<file path="src/rtl/sd4_pp_stage_if.sv">
// rtl/sd4_pp_stage_if.sv - beat-in/beat-out handshake bundle for the SD4 partial-product stage
interface sd4_pp_stage_if #(
    parameter int LANES  = 9,
    parameter int IMG_W  = 8,
    parameter int WGT_W  = 4,
    parameter int MANT_W = 4,
    parameter int EXP_W  = 5
);
    logic                         in_valid;
    logic                         in_ready;
    logic                         in_last;
    logic [LANES*IMG_W-1:0]       image_in;
    logic [LANES*WGT_W-1:0]       weight_in;
    logic [EXP_W-1:0]             exp_bias_in;
    logic                         out_valid;
    logic                         out_ready;
    logic                         out_last;
    logic [LANES*(MANT_W+1)-1:0]  signed_pp;
    logic [LANES*EXP_W-1:0]       exp;
    logic [EXP_W-1:0]             exp_max;
    logic [EXP_W-1:0]             grp_exp_max;
    logic [7:0]                   grp_beats;
    logic [EXP_W-1:0]             exp_bias;

    modport slave (
        input  in_valid, in_last, image_in, weight_in, exp_bias_in, out_ready,
        output in_ready, out_valid, out_last, signed_pp, exp, exp_max,
               grp_exp_max, grp_beats, exp_bias
    );

    modport master (
        output in_valid, in_last, image_in, weight_in, exp_bias_in, out_ready,
        input  in_ready, out_valid, out_last, signed_pp, exp, exp_max,
               grp_exp_max, grp_beats, exp_bias
    );
endinterface

</file>
<file path="src/rtl/sd4_pp_stage.sv">
// rtl/sd4_pp_stage.sv - per-lane image x signed-power-of-two weight to {sign,mantissa,exp}, one-deep skid-free register stage with group exponent max
module sd4_pp_stage #(
    parameter int LANES  = 9,
    parameter int IMG_W  = 8,
    parameter int WGT_W  = 4,
    parameter int MANT_W = 4,
    parameter int EXP_W  = 5
) (
    input  logic                 clk,
    input  logic                 rst,
    sd4_pp_stage_if.slave        bus
);
    localparam int PP_W = MANT_W + 1;

    if ((2 ** EXP_W) - 1 < IMG_W + (2 ** (WGT_W - 1)) - 1) begin : g_bad_exp_w
        $error("sd4_pp_stage: EXP_W too narrow for IMG_W and WGT_W");
    end
    if (MANT_W > IMG_W) begin : g_bad_mant_w
        $error("sd4_pp_stage: MANT_W must not exceed IMG_W");
    end

    // Normalise the image so its leading one sits at the top; the mantissa is
    // then the top MANT_W bits, which pads with zeros on the right for small images.
    function automatic logic [PP_W+EXP_W-1:0] convert(input logic [IMG_W-1:0] img,
                                                      input logic [WGT_W-1:0] wgt);
        logic [EXP_W-1:0]  lead;
        logic [IMG_W-1:0]  norm;
        logic [MANT_W-1:0] mant;
        logic [EXP_W-1:0]  e;
        lead = '0;
        for (int b = 0; b < IMG_W; b++) begin
            if (img[b]) lead = EXP_W'(b);
        end
        norm = img << (EXP_W'(IMG_W - 1) - lead);
        mant = norm[IMG_W-1 -: MANT_W];
        e    = lead + EXP_W'(wgt[WGT_W-2:0]) + EXP_W'(1);
        if (img == '0) begin
            convert = '0;
        end else begin
            convert = {wgt[WGT_W-1], mant, e};
        end
    endfunction

    logic [LANES*PP_W-1:0]  pp_c;
    logic [LANES*EXP_W-1:0] exp_c;
    logic [EXP_W-1:0]       exp_max_c;
    logic [PP_W+EXP_W-1:0]  lane_c;

    always_comb begin
        pp_c      = '0;
        exp_c     = '0;
        exp_max_c = '0;
        lane_c    = '0;
        for (int i = 0; i < LANES; i++) begin
            lane_c = convert(bus.image_in[(LANES-1-i)*IMG_W +: IMG_W],
                             bus.weight_in[(LANES-1-i)*WGT_W +: WGT_W]);
            pp_c[(LANES-1-i)*PP_W +: PP_W]    = lane_c[PP_W+EXP_W-1 -: PP_W];
            exp_c[(LANES-1-i)*EXP_W +: EXP_W] = lane_c[EXP_W-1:0];
            if (lane_c[EXP_W-1:0] > exp_max_c) exp_max_c = lane_c[EXP_W-1:0];
        end
    end

    logic                   out_valid_q, out_valid_d;
    logic                   out_last_q, out_last_d;
    logic [LANES*PP_W-1:0]  signed_pp_q, signed_pp_d;
    logic [LANES*EXP_W-1:0] exp_q, exp_d;
    logic [EXP_W-1:0]       exp_max_q, exp_max_d;
    logic [EXP_W-1:0]       grp_exp_max_q, grp_exp_max_d;
    logic [7:0]             grp_beats_q, grp_beats_d;
    logic [EXP_W-1:0]       exp_bias_q, exp_bias_d;
    logic [EXP_W-1:0]       acc_q, acc_d;
    logic [7:0]             cnt_q, cnt_d;

    logic             in_ready_c;
    logic             in_fire;
    logic [EXP_W-1:0] grp_max_c;
    logic [7:0]       grp_beats_c;

    // Ready is forced high in reset so upstream never stalls on a dead stage.
    assign in_ready_c  = rst | ~out_valid_q | bus.out_ready;
    assign in_fire     = bus.in_valid & in_ready_c & ~rst;
    assign grp_max_c   = (acc_q > exp_max_c) ? acc_q : exp_max_c;
    assign grp_beats_c = (cnt_q == 8'hFF) ? 8'hFF : cnt_q + 8'd1;

    always_comb begin
        out_valid_d   = out_valid_q;
        out_last_d    = out_last_q;
        signed_pp_d   = signed_pp_q;
        exp_d         = exp_q;
        exp_max_d     = exp_max_q;
        grp_exp_max_d = grp_exp_max_q;
        grp_beats_d   = grp_beats_q;
        exp_bias_d    = exp_bias_q;
        acc_d         = acc_q;
        cnt_d         = cnt_q;
        if (in_fire) begin
            out_valid_d   = 1'b1;
            out_last_d    = bus.in_last;
            signed_pp_d   = pp_c;
            exp_d         = exp_c;
            exp_max_d     = exp_max_c;
            grp_exp_max_d = grp_max_c;
            grp_beats_d   = grp_beats_c;
            exp_bias_d    = bus.exp_bias_in;
            acc_d         = bus.in_last ? '0 : grp_max_c;
            cnt_d         = bus.in_last ? '0 : grp_beats_c;
        end else if (out_valid_q && bus.out_ready) begin
            out_valid_d   = 1'b0;
        end
    end

    always_ff @(posedge clk) begin
        if (rst) begin
            out_valid_q   <= 1'b0;
            out_last_q    <= 1'b0;
            signed_pp_q   <= '0;
            exp_q         <= '0;
            exp_max_q     <= '0;
            grp_exp_max_q <= '0;
            grp_beats_q   <= '0;
            exp_bias_q    <= '0;
            acc_q         <= '0;
            cnt_q         <= '0;
        end else begin
            out_valid_q   <= out_valid_d;
            out_last_q    <= out_last_d;
            signed_pp_q   <= signed_pp_d;
            exp_q         <= exp_d;
            exp_max_q     <= exp_max_d;
            grp_exp_max_q <= grp_exp_max_d;
            grp_beats_q   <= grp_beats_d;
            exp_bias_q    <= exp_bias_d;
            acc_q         <= acc_d;
            cnt_q         <= cnt_d;
        end
    end

    assign bus.in_ready    = in_ready_c;
    assign bus.out_valid   = out_valid_q;
    assign bus.out_last    = out_last_q;
    assign bus.signed_pp   = signed_pp_q;
    assign bus.exp         = exp_q;
    assign bus.exp_max     = exp_max_q;
    assign bus.grp_exp_max = grp_exp_max_q;
    assign bus.grp_beats   = grp_beats_q;
    assign bus.exp_bias    = exp_bias_q;
endmodule

</file>
<file path="src/flat_wrapper.sv">
// flat-port wrapper written by rule: the top's interface ports become plain ports
module sd4_pp_stage_flat 
#(
    parameter int LANES  = 9,
    parameter int IMG_W  = 8,
    parameter int WGT_W  = 4,
    parameter int MANT_W = 4,
    parameter int EXP_W  = 5
)
  (clk, rst, bus_in_valid, bus_in_last, bus_image_in, bus_weight_in, bus_exp_bias_in, bus_out_ready, bus_in_ready, bus_out_valid, bus_out_last, bus_signed_pp, bus_exp, bus_exp_max, bus_grp_exp_max, bus_grp_beats, bus_exp_bias);
  sd4_pp_stage_if #(.LANES(LANES), .IMG_W(IMG_W), .WGT_W(WGT_W), .MANT_W(MANT_W), .EXP_W(EXP_W)) bus_i ();
  input  logic clk;
  input  logic rst;
  input wire logic [$bits(bus_i.in_valid)-1:0] bus_in_valid;
  input wire logic [$bits(bus_i.in_last)-1:0] bus_in_last;
  input wire logic [$bits(bus_i.image_in)-1:0] bus_image_in;
  input wire logic [$bits(bus_i.weight_in)-1:0] bus_weight_in;
  input wire logic [$bits(bus_i.exp_bias_in)-1:0] bus_exp_bias_in;
  input wire logic [$bits(bus_i.out_ready)-1:0] bus_out_ready;
  output wire logic [$bits(bus_i.in_ready)-1:0] bus_in_ready;
  output wire logic [$bits(bus_i.out_valid)-1:0] bus_out_valid;
  output wire logic [$bits(bus_i.out_last)-1:0] bus_out_last;
  output wire logic [$bits(bus_i.signed_pp)-1:0] bus_signed_pp;
  output wire logic [$bits(bus_i.exp)-1:0] bus_exp;
  output wire logic [$bits(bus_i.exp_max)-1:0] bus_exp_max;
  output wire logic [$bits(bus_i.grp_exp_max)-1:0] bus_grp_exp_max;
  output wire logic [$bits(bus_i.grp_beats)-1:0] bus_grp_beats;
  output wire logic [$bits(bus_i.exp_bias)-1:0] bus_exp_bias;
  assign bus_i.in_valid = bus_in_valid;
  assign bus_i.in_last = bus_in_last;
  assign bus_i.image_in = bus_image_in;
  assign bus_i.weight_in = bus_weight_in;
  assign bus_i.exp_bias_in = bus_exp_bias_in;
  assign bus_i.out_ready = bus_out_ready;
  assign bus_in_ready = bus_i.in_ready;
  assign bus_out_valid = bus_i.out_valid;
  assign bus_out_last = bus_i.out_last;
  assign bus_signed_pp = bus_i.signed_pp;
  assign bus_exp = bus_i.exp;
  assign bus_exp_max = bus_i.exp_max;
  assign bus_grp_exp_max = bus_i.grp_exp_max;
  assign bus_grp_beats = bus_i.grp_beats;
  assign bus_exp_bias = bus_i.exp_bias;
  sd4_pp_stage #(.LANES(LANES), .IMG_W(IMG_W), .WGT_W(WGT_W), .MANT_W(MANT_W), .EXP_W(EXP_W)) u_core (.clk(clk), .rst(rst), .bus(bus_i));
endmodule
</file>
<file path="config.mk">
export PLATFORM = sky130hd
export DESIGN_NAME = sd4_pp_stage_flat
export DESIGN_NICKNAME = d
export VERILOG_FILES = /design/src/rtl/sd4_pp_stage_if.sv /design/src/rtl/sd4_pp_stage.sv /design/src/flat_wrapper.sv
export SDC_FILE = /design/constraint.sdc
export NUM_CORES = 1
export LEC_CHECK = 0
export CORE_MARGIN = 2
export CORE_UTILIZATION = 59
export CTS_CLUSTER_SIZE = 24
export DETAILED_ROUTE_END_ITERATION = 8
export DONT_BUFFER_PORTS = 1
export GPL_TIMING_DRIVEN = 0
export PLACE_DENSITY_LB_ADDON = 0.25
export SLEW_MARGIN = 20
export SYNTH_ARGS = -nofsm -noshare
export SYNTH_HDL_FRONTEND = slang
export SYNTH_SLANG_ARGS = --single-unit
export TNS_END_PERCENT = 10
</file>
<file path="constraint.sdc">
create_clock -name clk -period 20.9 [get_ports clk]
set_input_delay 4.18 -clock clk [delete_from_list [all_inputs] [get_ports clk]]
set_output_delay 4.18 -clock clk [all_outputs]
set_load 0.01 [all_outputs]
</file>
==> impl_metrics.py, run 1 <==
metrics = {
    "die": {
        "die_y_um": 132.7,
        "core_area_um2": 16410,
        "initial_core_util_pct": 59.53,
        "dieWidth_um": 132.7,
        "fp-row-count": 47,
        "die_area_um2": 17600,
        "io_pins": 234,
    },
    "synthesis": {
        "syn_nets": 1495,
        "synth_cell_types": 77,
        "yosys.area.top_type": "dfxtp_1",
        "synth_seq_area_share_pct": 26.24,
        "syn_area_per_cell_um2": 7.595,
        "synth-async-reset-ratio_pct": 0,
        "synth_top_area_share_pct": 26.24,
        "synthTopCellsByArea": "dfxtp_1 (26%), ha_1 (11%), o21ai_0 (5.8%)",
        "syn_area_um2": 9767,
        "ys_warn_count": 0,
        "syn_inst": 1286,
        "synth_edf_count": 0,
        "synth_flop_cell": "dfxtp_1",
        "ys_ff_latch": 128,
    },
    "global_routing": {
        "antenna_found_initial": 0,
        "grt_max_degree": 17,
        "grt_overflow": 0,
        "grt_pass1_wl_um": 48200,
        "grt_use_total_pct": 34.49,
        "first_global_vias": 9125,
    },
    "worst_setup_path": {
        "worstSetupPathType": "primary input to flop",
        "critPathRequiredTime_ns": 21.21,
        "critPathLaunchType": "primary input",
        "worstPathMaxFanout": 10,
        "cpPeakStageDelay_ns": 0.56,
        "end_kind": "flop",
        "cp_common_cell": "ha_1",
        "crit_path_top_delay_cell": "a21boi_0",
        "arrival_ns": 20.12,
    },
    "clocking": {
        "cts_root_buffer": "clkbuf_16",
        "clkTransAtPathRegs_ns": 0.06,
        "cts_htree_levels": 4,
        "cts.sinks": 128,
        "clock_latency_ns": 0.44,
        "cts_buffer_depth": 2,
        "post_cts_buffers": 0,
        "cts_buffers": 17,
        "cts_tree": "done",
    },
    "drt": {
        "post_drt_wl_per_cell_um": 20.40,
        "antenna_left": 0,
        "first_iter_violations": 1021,
        "vias": 9958,
        "drtPass1Iterations": 8,
        "drc": 0,
        "via_per_inst": 6.479,
        "drt-total-wl_um": 31350,
    },
    "timing": {
        "finalClockSkew_ns": 0.008917,
        "relSlewSlack_pct": 36.66,
        "tightestPinTransition_ns": 0.9501,
        "setup_violations": 0,
        "finalHoldViolCount": 0,
        "finalCritPeriodShare_pct": 94.78,
        "fin_crit_ns": 19.81,
        "fmax_ghz": 0.05048,
        "drv_slew": 0,
    },
    "cells_and_area": {
        "n_antenna_cell": 0,
        "syn2layout_area_growth_pct": 9.429,
        "stdcell_area_um2": 10690,
        "drive_gt1_share_pct": 7.517,
        "nets": 1514,
        "final_core_util_pct": 65.14,
    },
    "placed_design": {
        "hpwl_um": 23570,
        "place_area_um2": 10040,
        "port_buffers": 0,
        "gp_congestion": 0.9453,
    },
    "hold_path": {
        "holdCritPathClass": "flop to flop",
    },
    "job": {
        "maxCapViolations": 0,
    },
    "outcome": {
        "status": "finished clean",
    },
}
-- cells in the final DEF (no fill, tap or decap), types with 6 or more instances in the layout --
cell type / synthesis / final
o31ai_1: 7 / 6
a22oi_1: 13 / 13
mux2_2: 11 / 11
mux2i_1: 30 / 29
nand2b_1: 22 / 22
buf_1: 7 / 7
inv_1: 79 / 79
and3_1: 20 / 20
or4_4: 6 / 6
a31o_2: 6 / 6
fa_1: 9 / 9
or3_1: 7 / 7
o211ai_1: 18 / 18
clkbuf_1: 47 / 46
nor3_1: 33 / 33
o21ai_0: 114 / 111
a211oi_1: 18 / 17
buf_2: 6 / 6
nor2b_1: 15 / 15
nand2_1: 133 / 133
dfxtp_1: 128 / 128
or2_2: 8 / 8
a21o_1: 20 / 20
xor2_1: 12 / 12
a211o_1: 7 / 7
nand3_1: 78 / 78
nor2_1: 96 / 95
nor4_1: 8 / 8
o21ai_1: 4 / 6
xnor2_1: 11 / 11
ha_1: 82 / 82
clkbuf_16: 0 / 17
o31a_1: 7 / 7
and2_1: 8 / 8
o21a_1: 6 / 6
a21oi_1: 106 / 105
a31oi_1: 21 / 21
-- worst max-delay path: cells and delay by family --
| kind | cells | cell delay, ns |
|---|---|---|
| AOI/OAI and AO/OA | 29 | 6.58 |
| and+or+nand+nor | 24 | 4.10 |
| muxes | 2 | 0.81 |
| xor gates and xnor gates | 2 | 0.58 |
| buffers and inverters | 5 | 0.66 |
| adders and majority gates | 11 | 3.14 |
-- final timing paths --
kind              depth (start not counted)  slack [ns]            startpoint                  endpoint
setup reg to reg                          7       18.41  u_core.bus.out_valid  u_core.bus.signed_pp[37]
hold reg to reg                           2        0.48       u_core.cnt_q[1]           u_core.cnt_q[1]
hold / removal                            2        0.48       u_core.cnt_q[1]           u_core.cnt_q[1]
setup / recovery                         73        1.09      bus_image_in[57]           u_core.acc_q[0]
-- what timing repair did --
item | 4_1_cts | 5_1_grt
resized for setup | 0 | 16
hold buffers | 0 | 0
setup endpoints to repair | 0 | 10
-- final cells by class --
cell class | count | area [um2]
multi-input cells | 1016 | 6705
well taps | 220 | 275.3
clock buffers | 19 | 452.9
fillers | 1479 | 5719
plain buffers | 62 | 256.5
flip-flops and latches | 128 | 2562
inverters | 80 | 300.3
clock inverters | 12 | 135.1
-- registers in the layout, summed over array words and instances, names as in the netlist --
| signal | count |
|---|---|
| u_core.acc_q | 5 |
| u_core.bus.exp | 45 |
| u_core.bus.exp_bias | 5 |
| u_core.bus.exp_max | 5 |
| u_core.bus.grp_beats | 8 |
| u_core.bus.grp_exp_max | 5 |
| u_core.bus.out_last | 1 |
| u_core.bus.out_valid | 1 |
| u_core.bus.signed_pp | 45 |
| u_core.cnt_q | 8 |
-- metal layers --
layer | wire length [um] | up-vias | GRT usage (%)
met5 | 0 | - | 0
met4 | 998 | 0 | 11.77
met3 | 3242 | 87 | 10.04
met2 | 14590 | 520 | 56.56
met1 | 12520 | 4633 | 43.45
li1 | - | 4718 | -
-- metrics by stage --
| step | setup TNS [ns] | cells | hold slack, ns | setup WS (ns) |
|---|---|---|---|---|
| floorplan | 0 | 1286 | 0.4439 | 2.691 |
| global placement | 0 | 1506 | 0.4568 | 0.1565 |
| detailed placement | -0.4813 | 1506 | 0.4664 | -0.1346 |
| CTS | 0 | 1537 | 0.4742 | 0.1458 |
| global route | -0.07246 | 1537 | 0.5029 | -0.05226 |
| finish | 0 | 1537 | 0.4766 | 1.091 |
-- logic make-up after synthesis --
kind of cell | after synthesis | share of synthesized area [%]
AND/OR/NAND/NOR | 463 | 23.53
AO/OA/AOI/OAI | 397 | 25.56
adder cells (fa/ha/maj) | 91 | 12.35
buffers and inverters | 142 | 5.688
flip-flops | 128 | 26.24
multiplexers | 41 | 4.343
XOR/XNOR | 24 | 2.293
-- synthesized netlist by cell type (all sizes together), types with 19 or more instances --
cell and instances:
mux2i 30, clkbuf 47, o211ai 19, o21ai 119
a211oi 19, nand2 135, ha 82, nand3 79
a31oi 21, a21oi 106, nand2b 22, dfxtp 128
a21o 20, nor3 33, and3 20, nor2 96
inv 80
Power of run 1 is not shown: default switching activity piles up to over one toggle a cycle in this logic, so the estimate is an artifact.
==> inputs of run 2 (changes only) <==
- ABC_AREA: not set -> 1
==> impl_metrics.py, run 2 <==
metrics = {
    "clocking": {
        "cts_buffer_depth": 2,
        "clock_latency_ns": 0.42,
        "clkTransAtPathRegs_ns": 0.05,
        "cts_root_buffer": "clkbuf_16",
        "post_cts_buffers": 0,
        "cts_tree": "done",
        "cts_hold_buffers": 0,
        "cts.repair.resized": 0,
        "cts.sinks": 128,
        "cts_htree_levels": 4,
        "cts_buffers": 17,
    },
    "die": {
        "fp-row-count": 46,
        "dieWidth_um": 131.5,
        "io_pins": 234,
        "initial_core_util_pct": 60.33,
        "die_y_um": 131.5,
        "die_area_um2": 17280,
        "core_area_um2": 15890,
    },
    "synthesis": {
        "syn_area_um2": 9584,
        "yosysMostFrequentCell": "nand2_1",
        "synth-async-reset-ratio_pct": 0,
        "synth_top_area_share_pct": 26.74,
        "synth_seq_area_share_pct": 26.74,
        "syn_nets": 1695,
        "syn_area_per_cell_um2": 6.450,
        "synth_flop_cell": "dfxtp_1",
        "ys_ff_latch": 128,
        "yosys.area.top_type": "dfxtp_1",
        "synth_edf_count": 0,
        "ys_warn_count": 0,
        "synthTopCellsByCount": "nand2_1 (393), inv_1 (187), dfxtp_1 (128), nand3_1 (127), nor2_1 (117)",
        "synth_cell_types": 52,
        "syn_inst": 1486,
        "synthTopCellsByArea": "dfxtp_1 (27%), nand2_1 (15%), ha_1 (11%)",
    },
    "timing": {
        "drv_slew": 0,
        "setup_violations": 0,
        "finalCritPeriodShare_pct": 83.18,
        "relSlewSlack_pct": 39.59,
        "fmax_ghz": 0.05752,
        "finalClockSkew_ns": 0.003792,
        "finalSetupTns_ns": 0,
        "tightestPinTransition_ns": 0.9062,
        "fin_crit_ns": 17.38,
        "finalHoldViolCount": 0,
        "rsz0062_at_grt": "false",
    },
    "placed_design": {
        "gp_congestion": 0.9476,
        "port_buffers": 0,
        "hpwl_um": 21370,
    },
    "worst_setup_path": {
        "arrival_ns": 17.73,
        "r2r-start": "u_core.bus.out_valid",
        "rr_worst_depth": 7,
        "critPathLaunchType": "primary input",
        "startpoint": "bus_image_in[63]",
        "worstSetupPathType": "primary input to flop",
        "cpPeakStageDelay_ns": 0.43,
        "worstReg2RegEnd": "u_core.bus.signed_pp[16]",
        "crit_family": "simple AND/OR/NAND/NOR gates",
        "crit_buf_inv": 19,
        "cp_common_cell": "nand2_1",
        "end_kind": "flop",
        "critPathRequiredTime_ns": 21.25,
        "worstPathMaxFanout": 10,
        "crit_cells": 95,
        "reg2reg_setup_slack_ns": 18.37,
        "endpoint": "u_core.acc_q[2]",
        "crit_path_top_delay_cell": "fa_1",
    },
    "cells_and_area": {
        "drive_gt1_share_pct": 6.865,
        "nFillCells": 1514,
        "nets": 1714,
        "final_common_cell": "nand2_1",
        "syn2layout_area_growth_pct": 8.969,
        "layout_common_cells": "nand2_1 (393), inv_1 (187), dfxtp_1 (128)",
        "n_antenna_cell": 0,
        "seqCellArea_um2": 2562,
        "multiInputGateArea_um2": 6100,
    },
    "global_routing": {
        "grt_use_total_pct": 31.72,
        "grt_overflow": 0,
        "antenna_found_initial": 0,
        "grt_pass1_wl_um": 44800,
        "first_global_vias": 9365,
        "grt_max_degree": 17,
    },
    "outcome": {
        "status": "finished clean",
    },
    "drt": {
        "post_drt_wl_per_cell_um": 15.87,
        "drt-total-wl_um": 27480,
        "vias": 9815,
        "first_iter_violations": 527,
        "drc": 0,
        "drtPass1Iterations": 5,
        "antenna_left": 0,
        "via_per_inst": 5.670,
    },
    "job": {
        "maxCapViolations": 0,
    },
    "hold_path": {
        "holdCritPathClass": "flop to flop",
    },
}
## run 2: worst reg2reg max path, stage by stage (launching register included)
cell and delay (ns):
dfxtp_1 0.34, nand2_1 0.11, inv_2 0.05, nor3_2 0.44, clkbuf_1 0.50, clkbuf_1 0.74, nand2_1 0.13, a21oi_1 0.14
## run 2: how the worst min path moves through the flow
stage | startpoint | to | slack, ns | cells after the start
2_1_floorplan | u_core.cnt_q[7] | u_core.cnt_q[7] | 0.44 | 2
6_report | u_core.cnt_q[3] | u_core.cnt_q[3] | 0.47 | 2
3_5_place_dp | u_core.cnt_q[7] | u_core.cnt_q[7] | 0.46 | 2
5_1_grt | u_core.cnt_q[3] | u_core.cnt_q[3] | 0.50 | 2
4_1_cts | u_core.cnt_q[3] | u_core.cnt_q[3] | 0.47 | 2
3_3_place_gp | u_core.cnt_q[7] | u_core.cnt_q[7] | 0.45 | 2
## run 2: routing by layer
metal / up-vias / track usage [%] / part of all wire, %
met5: - / 0 / 0
met4: 0 / 13.35 / 3.6
met3: 71 / 10.07 / 8.9
met2: 365 / 51.86 / 45
met1: 4466 / 38.50 / 42
li1: 4913 / - / -
## run 2: final cells by class
type	count	share of cell area [%]
multi-input cells	1113	58.40
flip-flops and latches	128	24.54
inverters	205	7.368
clock buffers	24	4.900
well taps	216	2.588
plain buffers	40	1.462
clock inverters	5	0.7428
## run 2: cells by family after synthesis
family / after synthesis / share of synthesized area (%)
AND/OR/NAND/NOR: 718 / 32.95
AO/OA/AOI/OAI: 292 / 16.96
buffers and inverters: 245 / 9.621
flip-flops: 128 / 26.74
adder cells (fa/ha/maj): 91 / 12.58
XOR/XNOR: 8 / 0.7311
multiplexers: 4 / 0.4178
## run 2: per-stage QoR
stage	cell area, um2	worst slack (ns)	utilization, %	hold slack, ns	std cells
after global placement	9854	3.744	62.04	0.4492	1702
after CTS	10440	3.788	65.75	0.4651	1731
final	10440	3.515	65.75	0.4663	1731
after detailed placement	9854	3.649	62.04	0.4550	1702
after global routing	10440	2.016	65.75	0.4982	1731
after floorplan	9584	5.376	-	0.4406	1486
Power of run 2 is left out for the same reason.
==> inputs of run 3 (changes only) <==
- clock period: 20.9 -> 16.56 ns (I/O delays scaled with it)
==> impl_metrics.py, run 3 (synthesis gave the netlist of run 2 again) <==
metrics = {
    "outcome": {
        "status": "finished clean",
    },
    "cells_and_area": {
        "syn2layout_area_growth_pct": 10.48,
        "nets": 1718,
        "final_common_cell": "nand2_1",
        "multiInputGateArea_um2": 6215,
        "n_antenna_cell": 0,
        "nFillCells": 1482,
        "drive_gt1_share_pct": 8.427,
        "seqCellArea_um2": 2562,
        "layout_common_cells": "nand2_1 (389), inv_1 (185), dfxtp_1 (128)",
    },
    "worst_setup_path": {
        "critPathRequiredTime_ns": 16.91,
        "cp_common_cell": "nand2_1",
        "end_kind": "flop",
        "arrival_ns": 15.86,
        "worstPathMaxFanout": 8,
        "worstReg2RegEnd": "u_core.bus.signed_pp[37]",
        "critPathLaunchType": "primary input",
        "crit_family": "simple AND/OR/NAND/NOR gates",
        "reg2reg_setup_slack_ns": 14.03,
        "cpPeakStageDelay_ns": 0.50,
        "worstSetupPathType": "primary input to flop",
        "crit_buf_inv": 22,
        "r2r-start": "u_core.bus.out_valid",
        "rr_worst_depth": 7,
        "crit_path_top_delay_cell": "fa_1",
    },
    "clocking": {
        "cts_tree": "done",
        "cts_root_buffer": "clkbuf_16",
        "cts_buffers": 17,
        "cts_buffer_depth": 2,
        "cts.sinks": 128,
        "cts_htree_levels": 4,
        "clkTransAtPathRegs_ns": 0.06,
        "clock_latency_ns": 0.43,
    },
    "die": {
        "core_area_um2": 15890,
        "dieWidth_um": 131.5,
        "initial_core_util_pct": 60.33,
        "die_y_um": 131.5,
        "die_area_um2": 17280,
        "fp-row-count": 46,
        "io_pins": 234,
    },
    "hold_path": {
        "min_delay_worst_endpoint": "u_core.cnt_q[3]",
        "holdCritPathClass": "flop to flop",
        "min_from": "u_core.cnt_q[3]",
        "hold_depth": 2,
    },
    "job": {
        "maxCapViolations": 0,
    },
    "global_routing": {
        "grt_overflow": 0,
        "antenna_found_initial": 0,
        "grt_use_total_pct": 31.72,
        "first_global_vias": 9365,
        "grt_max_degree": 17,
        "grt_pass1_wl_um": 44800,
    },
    "drt": {
        "antenna_left": 0,
        "first_iter_violations": 598,
        "drtPass1Iterations": 5,
        "drc": 0,
        "post_drt_wl_per_cell_um": 16.08,
        "vias": 9822,
        "via_per_inst": 5.661,
        "drt-total-wl_um": 27910,
    },
    "timing": {
        "drv_slew": 0,
        "finalHoldViolCount": 0,
        "setup_violations": 0,
        "relSlewSlack_pct": 39.46,
        "tightestPinTransition_ns": 0.9080,
        "finalCritPeriodShare_pct": 93.64,
        "finalSetupTns_ns": 0,
        "hold_ws_ns": 0.4658,
        "fin_crit_ns": 15.51,
        "fmax_ghz": 0.06449,
        "finalClockSkew_ns": 0.003821,
    },
    "placed_design": {
        "gp_congestion": 0.9476,
        "port_buffers": 0,
        "hpwl_um": 21370,
    },
}
## run 3: how the worst max path moves through the flow
| stage | from | to | slack (ns) | depth (start not counted) |
|---|---|---|---|---|
| 2_1_floorplan | bus_image_in[66] | u_core.acc_q[1] | 1.90 | 96 |
| 3_3_place_gp | bus_image_in[58] | u_core.acc_q[1] | 0.27 | 95 |
| 3_5_place_dp | bus_image_in[66] | u_core.acc_q[2] | 0.18 | 94 |
| 4_1_cts | bus_image_in[63] | u_core.acc_q[2] | 0.32 | 96 |
| 5_1_grt | bus_image_in[58] | u_core.acc_q[2] | -0.14 | 98 |
| 6_report | bus_image_in[58] | u_core.acc_q[2] | 1.05 | 98 |
## run 3: layout make-up
cell class                 instances  share of cell area (%)
buffer                            40                   1.442
clock buffer                      24                   4.833
clock inverter                     5                  0.7326
inverter                         205                   7.267
multi-input combinational       1113                   58.69
sequential                       128                   24.20
tap                              216                   2.552
timing repair buffer               4                  0.2836
## run 3: what timing repair did
item | 4_1_cts | 5_1_grt
endpoints found under the setup margin | 0 | 14
endpoints found under the hold margin | 0 | 0
gates resized for setup | 0 | 30
setup buffers | 0 | 4
hold buffers | 0 | 0
## run 3: worst register-to-register path: stages, from the launching register on
cell	delay [ns]
dfxtp_1	0.34
nand2_1	0.11
inv_2	0.05
nor3_2	0.46
clkbuf_1	0.49
clkbuf_1	0.74
nand2_1	0.13
a21oi_1	0.15
## run 3: through the flow
| step | instances | utilization, % | worst slack, ns | instance area [um2] |
|---|---|---|---|---|
| 2_1_floorplan | 1486 | - | 1.904 | 9584 |
| 3_3_place_gp | 1702 | 62.04 | 0.2718 | 9854 |
| 3_5_place_dp | 1702 | 62.04 | 0.1771 | 9854 |
| 4_1_cts | 1731 | 65.75 | 0.3162 | 10440 |
| 5_1_grt | 1735 | 66.66 | -0.1393 | 10590 |
| 6_report | 1735 | 66.66 | 1.054 | 10590 |
## run 3: routing by layer
layer | wire length [um] | track usage, % | vias to the layer above
li1 | - | - | 4922
met1 | 11830 | 38.50 | 4460
met2 | 12600 | 51.86 | 357
met3 | 2368 | 10.07 | 83
met4 | 1105 | 13.35 | 0
met5 | 0 | 0 | -
Power of run 3 is left out for the same reason.
==> edit 1: new RTL, config.mk and constraints of run 3 <==
Reset style: asynchronous (`rst`), changed in one clocked block.
--- a/src/rtl/sd4_pp_stage.sv
+++ b/src/rtl/sd4_pp_stage.sv
@@ -111,3 +111,3 @@
 
-    always_ff @(posedge clk) begin
+    always_ff @(posedge clk or posedge rst) begin
         if (rst) begin
Check against the original RTL: differs if rst is asserted again (counterexample within 4 cycles, from zero or initial values and one cycle with rst high); with rst held inactive, the same outputs for 4 cycles.
==> edit 1 against run 3 <==
- sequential cell count decreased by 1
- synthesized area rose by 5.9%
- cell area is 6.0% higher
- global-route usage is 2.2 points lower
- clock skew grew 5.0 ps
- die area up 5.7%
- setup slack worse by 140 ps
- routed wire length shrank 3.0%
- core utilization up 0.52 points
- critical path type unchanged
- critical endpoint is now u_core.acc_q[2]
- highest routed layer unchanged
Power is left out: the tool's default activity adds up to more than one toggle a clock period on the data nets, which glitch-free logic cannot reach.
==> edit 1: results (changes against run 3) <==
Status -> completed
Multiplexer share of the synthesized area -> 0% (-0.42 points)
DP HPWL -> 20,700 um (-3.1%)
Max Buffers Root-to-Sink -> 2 (unchanged)
WL per Instance -> 16.0 um (-0.57%)
XOR/XNOR share of the synthesized area -> 0.764% (+0.033 points)
Worst EP arrival -> 15,970 ps (+110 ps)
Post-Place Worst Slack -> -592 ps (-769 ps)
Routability cong. -> 0.917 (-3.2%)
Gr usage total -> 29.5% (-2.2 points)
Distinct cells, synth -> 55 (+5.8%)
Routed vias/inst -> 5.65 (-0.18%)
Setup Skew -> 8.86 ps (+5.04 ps)
Cell at the slowest stage of the critical path -> fa_1
1st-iter DRT viols -> 593 (-0.84%)
Max stage delay on crit path -> 460 ps (-40 ps)
Vias in the first global route -> 9,073 (-3.1%)
Largest net degree at the start of global routing -> 66 (+49)
Filler cell count -> 1,426 (-3.8%)
Seq/Total Area, Yosys -> 31.3% (+4.6 points)
Initial antenna violation count -> 0 (unchanged)
Worst-Margin Slew -> 1130 ps (+223 ps)
Async S/R FF share, synth -> 100% (+100 points)
Share of layout cells above drive strength 1 -> 11.5% (+3.1 points)
Mapped Nets -> 1,640 (-3.2%)
Critical-path maximum fanout -> 10 (+2)
Root Buffer -> clkbuf_16
Worst-path clk slew -> 60 ps (about the same)
# nets final -> 1,667 (-3.0%)
Synth area leaders -> dfrtp_1 31%, nand2_1 16%, ha_1 9.9%, inv_1 7.5%, o21ai_0 6.6%
Synth Area in Adders -> 11.6% (-0.94 points)
Compound-Gate Fraction of Synth Area -> 14.7% (-2.2 points)
First-pass GRT wire length -> 43,000 um (-4.0%)
Synth top cells by count -> 429 x nand2_1, 203 x inv_1, 134 x o21ai_0
-- edit 1: final timing paths --
kind | start | endpoint | slack [ps] | cells after the start
worst max register to register | u_core.bus.out_valid | u_core.bus.signed_pp[0] | 14010 | 9
worst min-delay path | u_core.acc_q[0] | u_core.acc_q[0] | 510 | 2
min in group asynchronous | rst | u_core.bus.grp_beats[4] | 2760 | 1
worst min register to register | u_core.acc_q[0] | u_core.acc_q[0] | 510 | 2
worst max-delay path | bus_image_in[58] | u_core.acc_q[2] | 910 | 97
max in group asynchronous | rst | u_core.bus.signed_pp[26] | 13100 | 2
-- edit 1: cells by family (layout without fill, tap and decap cells) --
| kind of cell | count (synthesis) | after routing |
|---|---|---|
| and+or+nand+nor | 700 | 700 |
| xor gates and xnor gates | 8 | 8 |
| AOI/OAI and AO/OA | 258 | 258 |
| adders and majority gates | 89 | 89 |
| other | 1 | 1 |
| DFF | 127 | 127 |
| buffers and inverters | 250 | 290 |
-- edit 1: worst max-delay path, delay by kind of cell --
kind	cells	cell delay (ps)
adders and majority gates	12	3220
buffers and inverters	22	1820
and+or+nand+nor	51	5650
AOI/OAI and AO/OA	12	1900
-- edit 1: layout make-up --
class / count / share of cell area [%]
Buffer: 28 / 1.01
Clock buffer: 18 / 3.83
Clock inverter: 14 / 1.37
Inverter: 222 / 7.53
Multi-Input combinational cell: 1056 / 54.8
Sequential cell: 127 / 28.3
Tap cell: 220 / 2.45
Timing Repair Buffer: 8 / 0.714
-- edit 1: stage by stage --
| step | hold slack [ps] | instance area, sq um | utilization (%) | instances | setup TNS [ps] |
|---|---|---|---|---|---|
| after floorplan | 465 | 10100 | - | 1433 | 0 |
| after global placement | 489 | 10400 | 62.4 | 1653 | -2520 |
| after detailed placement | 493 | 10500 | 62.6 | 1654 | -4770 |
| after CTS | 509 | 11000 | 66.1 | 1686 | 0 |
| after global routing | 555 | 11200 | 67.2 | 1693 | -1530 |
| final | 513 | 11200 | 67.2 | 1693 | 0 |
-- edit 1: layer usage --
metal | part of all wire (%) | vias up | global-route usage, % | routed length [um]
met5 | 0 | - | 0 | 0
met3 | 7.6 | 77 | 6.70 | 2050
met2 | 47 | 343 | 48.3 | 12800
met1 | 42 | 4433 | 37.2 | 11300
li1 | - | 4714 | - | -
met4 | 3.7 | 0 | 14.1 | 997
-- edit 1: repair_timing --
item,in CTS,in global routing
resized for setup,2,33
pin swaps,0,7
buffers inserted,0,7
endpoints found under the setup margin,8,14
==> edit 2: new RTL, flow settings as in run 3 <==
Made on the original files. `IMG_W` is set to 8 in 3 places; all go to 9.
--- a/src/rtl/sd4_pp_stage_if.sv
+++ b/src/rtl/sd4_pp_stage_if.sv
@@ -3,3 +3,3 @@
     parameter int LANES  = 9,
-    parameter int IMG_W  = 8,
+    parameter int IMG_W  = 9,
     parameter int WGT_W  = 4,
--- a/src/rtl/sd4_pp_stage.sv
+++ b/src/rtl/sd4_pp_stage.sv
@@ -3,3 +3,3 @@
     parameter int LANES  = 9,
-    parameter int IMG_W  = 8,
+    parameter int IMG_W  = 9,
     parameter int WGT_W  = 4,
--- a/src/flat_wrapper.sv
+++ b/src/flat_wrapper.sv
@@ -4,3 +4,3 @@
     parameter int LANES  = 9,
-    parameter int IMG_W  = 8,
+    parameter int IMG_W  = 9,
     parameter int WGT_W  = 4,
Interface: changed (resized bus_image_in); port bits go from 234 to 243. No check against the original RTL was run, so the function may have changed too.
==> edit 2 against run 3 <==
- setup slack worse by 29 ps
- synthesized area grew 12%
- sequential cell count unchanged
- routed wire length grew 9.4%
- register-to-register slack got worse by 330 ps
- cell area grew 10%
- clock skew grew 3.3 ps
- critical endpoint is now u_core.bus.grp_exp_max[1]
Power is left out: the tool's default activity adds up to more than one toggle a clock period on the data nets, which glitch-free logic cannot reach.
==> edit 2: results (changes against run 3) <==
R2R cell count -> 9 (+2)
WL per Instance -> 15.9 um (-1.3%)
Comb_multi_in -> 1,265 (+14%)
R2r setup slk -> 13,700 ps (-330 ps)
Hold endpoint -> u_core.cnt_q[1]
Synth top cells by count -> 450 x nand2_1, 199 x inv_1, 135 x nor2_1, 135 x o21ai_0, 128 x dfxtp_1
Invs w/o clock -> 223 (+8.8%)
Gr usage total -> 30.8% (-0.89 points)
Seq/Total Area, Yosys -> 24.0% (-2.8 points)
Post-route cell area -> 11,700 sq um (+10%)
Worst R2R End -> u_core.bus.exp[30]
Placed Cells -> 1,888 (+11%)
Non-clk bufs -> 45 (+2.3%)
Critical Path Source -> bus_image_in[65]
Filler cell count -> 1,691 (+14%)
Synth area leaders -> dfxtp_1 24%, nand2_1 16%, ha_1 9.6%, inv_1 7.0%, o21ai_0 6.3%
Max stage delay on crit path -> 410 ps (-90 ps)
Routability cong. -> 0.928 (-2.0%)
Worst Min Path Start -> u_core.cnt_q[1]
First-pass GRT wire length -> 48,700 um (+8.7%)
Setup Skew -> 7.07 ps (+3.25 ps)
DP HPWL -> 23,700 um (+11%)
Status -> completed
WL final -> 30,500 um (+9.4%)
Dpl cell area -> 11,000 sq um (+11%)
Post-Place Worst Slack -> 63.8 ps (-113 ps)
Non-clock buffers, area share -> 1.81% (+0.088 points)
Post-Synthesis Cells -> 1,659 (+12%)
Clock buffer count in the final layout -> 18 (-25%)
[edit 2: cell types whose count changed after synthesis, moves of 12 or more]
cell            run 3  this run
inv_1             187       199
nand2_1           393       450
nand3_2             9        40
nor2_1            117       135
o22ai_1             3        18
nand3_1           127        83
o21ai_0           108       135
[edit 2: metal layers]
| layer | track usage [%] | share of wire (%) | up-vias | wire [um] |
|---|---|---|---|---|
| met5 | 0 | 0 | - | 0 |
| met1 | 38.6 | 41 | 4980 | 12500 |
| met4 | 12.8 | 3.4 | 0 | 1030 |
| met3 | 7.94 | 9.5 | 75 | 2890 |
| met2 | 50.7 | 46 | 434 | 14100 |
| li1 | - | - | 5517 | - |
[edit 2: cells by family (layout without fill, tap and decap cells)]
logic type,Yosys count,count (layout),share of synthesized area (%)
adder cells (fa/ha/maj),91,91,11.3
XOR/XNOR,15,15,1.23
AO/OA/AOI/OAI,353,353,18.8
AND/OR/NAND/NOR,802,802,34.5
buffers and inverters,266,300,9.79
multiplexers,4,4,0.374
flip-flops,128,128,24.0
